File: src/rtl/retire_pipe.sv
// Retire pipeline: carries executed ops DEPTH cycles to the regfile write port,
// merges load data one cycle after issue, and forwards in-flight results to execute.
module retire_pipe #(
  parameter int DW    = 32,
  parameter int SW    = 4,
  parameter int DEPTH = 2
) (
  input  logic          clk,
  input  logic          reset,
  input  logic          in_valid,
  input  logic          in_we,
  input  logic [SW-1:0] in_wsel,
  input  logic [DW-1:0] in_data,
  input  logic          in_ld,
  input  logic [DW-1:0] ld_data,
  input  logic [SW-1:0] asel,
  input  logic [SW-1:0] bsel,
  output logic          fwd_a_hit,
  output logic          fwd_b_hit,
  output logic [DW-1:0] fwd_a,
  output logic [DW-1:0] fwd_b,
  output logic          hazard,
  output logic          regs_we,
  output logic [SW-1:0] regs_wsel,
  output logic [DW-1:0] regs_wdata,
  output logic [31:0]   retired
);

  localparam int LAST = DEPTH - 1;

  logic          valid_reg [DEPTH];
  logic          we_reg    [DEPTH];
  logic          pend_reg  [DEPTH];
  logic [SW-1:0] wsel_reg  [DEPTH];
  logic [DW-1:0] data_reg  [DEPTH];

  logic          valid_next [DEPTH];
  logic          we_next    [DEPTH];
  logic          pend_next  [DEPTH];
  logic [SW-1:0] wsel_next  [DEPTH];
  logic [DW-1:0] data_next  [DEPTH];

  logic [31:0]   retired_reg;

  genvar gi;
  generate
    for (gi = 0; gi < DEPTH; gi++) begin : g_stage
      if (gi == 0) begin : g_head
        assign valid_next[gi] = in_valid;
        assign we_next[gi]    = in_we;
        assign wsel_next[gi]  = in_wsel;
        assign data_next[gi]  = in_data;
        assign pend_next[gi]  = in_valid & in_ld & in_we;
      end else if (gi == 1) begin : g_merge
        // The SRAM returns load data exactly while the load sits in S0.
        assign valid_next[gi] = valid_reg[0];
        assign we_next[gi]    = we_reg[0];
        assign wsel_next[gi]  = wsel_reg[0];
        assign data_next[gi]  = pend_reg[0] ? ld_data : data_reg[0];
        assign pend_next[gi]  = 1'b0;
      end else begin : g_copy
        assign valid_next[gi] = valid_reg[gi-1];
        assign we_next[gi]    = we_reg[gi-1];
        assign wsel_next[gi]  = wsel_reg[gi-1];
        assign data_next[gi]  = data_reg[gi-1];
        assign pend_next[gi]  = pend_reg[gi-1];
      end
    end
  endgenerate

  always_ff @(posedge clk) begin
    if (reset) begin
      for (int i = 0; i < DEPTH; i++) begin
        valid_reg[i] <= 1'b0;
        we_reg[i]    <= 1'b0;
        pend_reg[i]  <= 1'b0;
        wsel_reg[i]  <= '0;
        data_reg[i]  <= '0;
      end
      retired_reg <= '0;
    end else begin
      valid_reg <= valid_next;
      we_reg    <= we_next;
      pend_reg  <= pend_next;
      wsel_reg  <= wsel_next;
      data_reg  <= data_next;
      if (valid_reg[LAST] && we_reg[LAST])
        retired_reg <= retired_reg + 32'd1;
    end
  end

  logic          a_match, a_pend, b_match, b_pend;
  logic [DW-1:0] a_data, b_data;

  // Oldest-to-youngest scan so the youngest matching stage overrides.
  always_comb begin
    a_match = 1'b0;
    a_pend  = 1'b0;
    a_data  = '0;
    b_match = 1'b0;
    b_pend  = 1'b0;
    b_data  = '0;
    for (int i = LAST; i >= 0; i--) begin
      if (valid_reg[i] && we_reg[i] && (wsel_reg[i] == asel)) begin
        a_match = 1'b1;
        a_pend  = pend_reg[i];
        a_data  = data_reg[i];
      end
      if (valid_reg[i] && we_reg[i] && (wsel_reg[i] == bsel)) begin
        b_match = 1'b1;
        b_pend  = pend_reg[i];
        b_data  = data_reg[i];
      end
    end
  end

  assign fwd_a_hit  = ~reset & a_match & ~a_pend;
  assign fwd_b_hit  = ~reset & b_match & ~b_pend;
  assign fwd_a      = fwd_a_hit ? a_data : '0;
  assign fwd_b      = fwd_b_hit ? b_data : '0;
  assign hazard     = ~reset & ((a_match & a_pend) | (b_match & b_pend));
  assign regs_we    = ~reset & valid_reg[LAST] & we_reg[LAST];
  assign regs_wsel  = reset ? '0 : wsel_reg[LAST];
  assign regs_wdata = reset ? '0 : data_reg[LAST];
  assign retired    = retired_reg;

endmodule

File: config.mk
export PLATFORM = sky130hd
export DESIGN_NAME = retire_pipe
export DESIGN_NICKNAME = d
export VERILOG_FILES = /design/src/rtl/retire_pipe.sv
export SDC_FILE = /design/constraint.sdc
export NUM_CORES = 1
export LEC_CHECK = 0
export ABC_AREA = 1
export CORE_MARGIN = 2
export CORE_UTILIZATION = 41
export DETAILED_ROUTE_END_ITERATION = 10
export MAX_ROUTING_LAYER = met4
export PLACE_DENSITY = 0.77
export SKIP_CTS_REPAIR_TIMING = 1
export SLEW_MARGIN = 20
export SYNTH_ARGS = -nofsm -noshare
export SYNTH_HDL_FRONTEND = slang
export SYNTH_SLANG_ARGS = --single-unit
File: constraint.sdc
create_clock -name clk -period 1.45 [get_ports clk]
set_input_delay 0.2175 -clock clk [delete_from_list [all_inputs] [get_ports clk]]
set_output_delay 0.2175 -clock clk [all_outputs]
set_load 0.05 [all_outputs]
==> key figures <==
Status
  • Status: finished, violations left
  • Failing checks: setup timing

Worst setup path
  • Setup crit end: fwd_b[12]
  • Critical path origin: bsel[3]
  • FF-to-FF End: retired[22]
  • Worst Setup Start Kind: input pin
  • Critical-path maximum fanout: 13
  • Worst reg-to-reg path cell count: 10
  • Reg2Reg Setup Slack: -70 ps
  • R2r startpoint: we_reg[0]
  • Crit path DAT: 2010 ps
  • Worst Path Required: 1230 ps
  • Kind of critical path: in -> out
  • Critical path endpoint category: output pin

Power and ir drop
  • Int Pwr: 4860 uW
  • Worst vdd ir: 0.479 mV
  • Comb power frac: 17.4%
  • Net Sw Frac: 27.8%
  • Reg power frac: 47.2%
  • Clock share of power: 35.4%
  • Power Dens Cells: 587 nW/um2
  • Pleak: 0.00501 uW
  • Switching pwr: 1880 uW

Drt
  • Routed vias/inst: 5.00
  • DRT antenna net count: 0
  • Routed WL per cell: 15.9 um
  • Total number of vias: 7,505
  • Drt first pass iters: 5
  • Drt drc: 0
  • DRT iter0 DRCs: 626
  • Routed wire length: 23.9 mm

Global route
  • First-pass GRT wire length: 33.9 mm
  • GRT Util Overall: 26.9%
  • Vias in the first global route: 6,779
  • Total grt overflow: 0
  • Antenna violations before repair: 0
  • Largest net degree at the start of global routing: 45

Floorplanning
  • Total Die Area: 15,900 um2
  • Row count: 44
  • Initial core utilization: 42.0%
  • Die H: 126 um
  • Die W: 126 um
  • Num ports: 217
  • CORE AREA: 14,600 um2

Synthesis
  • Sequential share of the synthesized area: 35.6%
  • Mapped Cells: 1,053
  • Largest family of logic cells by synthesized area: simple AND/OR/NAND/NOR gates
  • Synth Area in Compound Gates: 5.01%
  • Synthesized Nets: 1,135
  • #FFs+latches synth: 109
  • Syn. warnings: 0
  • Synthesized area: 6120 um2
  • Synth Area in Simple Gates: 41.6%
  • Synth area leaders: dfxtp_1, nor2_1, nand2_1
  • Synth Area in XOR/XNOR: 1.29%
  • Syn Area/Cell: 5.82 um2
  • Yosys top cell by area: dfxtp_1
  • Post-synth top area share: 35.6%
  • Post-Synth Adder-Cell Area: 0.204%
  • Mux contribution to synthesized area: 0%
  • Unique masters post-synth: 26

Placement
  • Port Buffers: 216
  • HPWL after detailed placement: 16.2 mm
  • Area post-placement: 10,600 um2
  • Final GP Congestion: 0.874

CTS
  • Clock Tree Buf Depth: 2
  • Reg clk slew, reported paths: 80 ps
  • CTS tree: built
  • Clk sink count: 109
  • H-tree depth: 3
  • Clock root cell: clkbuf_16
  • Worst-skew pair later-pin latency: 350 ps
  • Clock buffer count from CTS: 9

Cells and area
  • Fin area: 11,500 um2
  • Largest register FFs: 64
  • Area grow syn2layout: 87.7%
  • Final #Nets: 1,395
  • Antenna cells: 0
  • Layout cell share with drive strength beyond 1: 32.5%

Timing
  • Skew final: 10.4 ps
  • Final slew viol count: 0
  • Relative slew slack: 68.5%
  • Final WS setup: -782 ps
  • Setup TNS: -49,250 ps
  • Period Utilization, post-route: 154%
  • Worst slew pin tran: 473 ps
  • RSZ-0062 raised after global routing: true
  • # setup viols final: 73
  • Fmax: 0.448 GHz
  • Final Hold Fails: 0
  • Final min period: 2230 ps

Hold path
  • Depth of the worst hold-timing path: 3
  • Worst hold path class: in -> reg

Flow run
  • Max-Cap Viols: 0
-- area by class of cell --
| class | count | area, um2 |
|---|---|---|
| Timing Repair Buffer | 296 | 4180 |
| Inverter | 204 | 776 |
| Clock buffer | 11 | 253 |
| Tap cell | 184 | 230 |
| Clock inverter | 5 | 33.8 |
| Sequential cell | 109 | 2240 |
| Multi-Input combinational cell | 693 | 3780 |
| Fill cell | 927 | 3100 |
-- stage by stage --
step,util [%],instances,hold slack (ps),power [uW],setup slack [ps]
4_1_cts,74.7,1479,376,6670,-853
3_3_place_gp,72.8,1463,425,4310,-809
5_1_grt,78.8,1502,386,7000,-891
6_report,78.8,1502,383,6740,-782
3_5_place_dp,72.8,1463,426,4330,-833
2_1_floorplan,-,1053,317,3820,-315
-- logic make-up after synthesis --
logic type                 count (synthesis)
and+or+nand+nor                          623
buffers and inverters                    251
DFF                                      109
AOI/OAI and AO/OA                         60
xor gates and xnor gates                   9
adders and majority gates                  1
-- routing by layer --
layer	vias to the layer above	track usage (%)	routed length, um
met4	0	9.76	992
met5	-	-	0
met2	357	45.6	12200
li1	3644	-	-
met1	3428	32.3	9190
met3	76	4.38	1490
-- cell usage after synthesis --
cell,instances
nor3_4,2
xnor2_1,3
nand2_2,1
a31oi_1,1
ha_1,1
nor2_1,277
o21ai_0,45
buf_4,3
nor2_2,6
xor2_1,6
o21bai_1,1
nand4_1,10
nor3_1,2
clkbuf_1,20
dfxtp_1,109
o21a_1,1
nand3_2,2
nand3_1,98
and3_1,1
buf_6,3
inv_1,199
a21oi_1,12
nand2_1,224
inv_2,5
buf_2,18
buf_1,3
-- worst min-delay path by stage --
stage | startpoint | end | slack [ps]
after floorplan | in_valid | valid_next[0] | 320
after global placement | we_next[0] | we_reg[0] | 420
after detailed placement | we_next[0] | we_reg[0] | 430
after CTS | in_data[29] | data_reg[61] | 380
after global routing | in_data[5] | data_reg[37] | 390
final | in_data[8] | data_reg[40] | 380
-- critical path, cell delays in order --
cell	delay, ps
clkdlybuf4s50_1	450
buf_4	150
xor2_1	140
nor2_1	130
nand2_1	130
nand2_4	100
nand3_4	170
buf_12	230
nor2_4	130
buf_12	140
-- power by group through the flow --
stage / Clock [uW] / Combinational (uW) / Sequential [uW]
after floorplan: 0 / 595 / 3230
after global placement: 0 / 1060 / 3250
after detailed placement: 0 / 1090 / 3250
after CTS: 2400 / 1090 / 3180
after global routing: 2550 / 1260 / 3200
final: 2390 / 1170 / 3180
-- layout by cell type (no fill, tap or decap), types with 72 or more instances in the layout --
master             n
inv_1            196
nand2_1          210
clkdlybuf4s50_1   72
buf_12           126
nor2_4            75
nor2_1           164
nand3_1           87
buf_4             73
dfxtp_1           75
(Power assumes the default switching activity.)
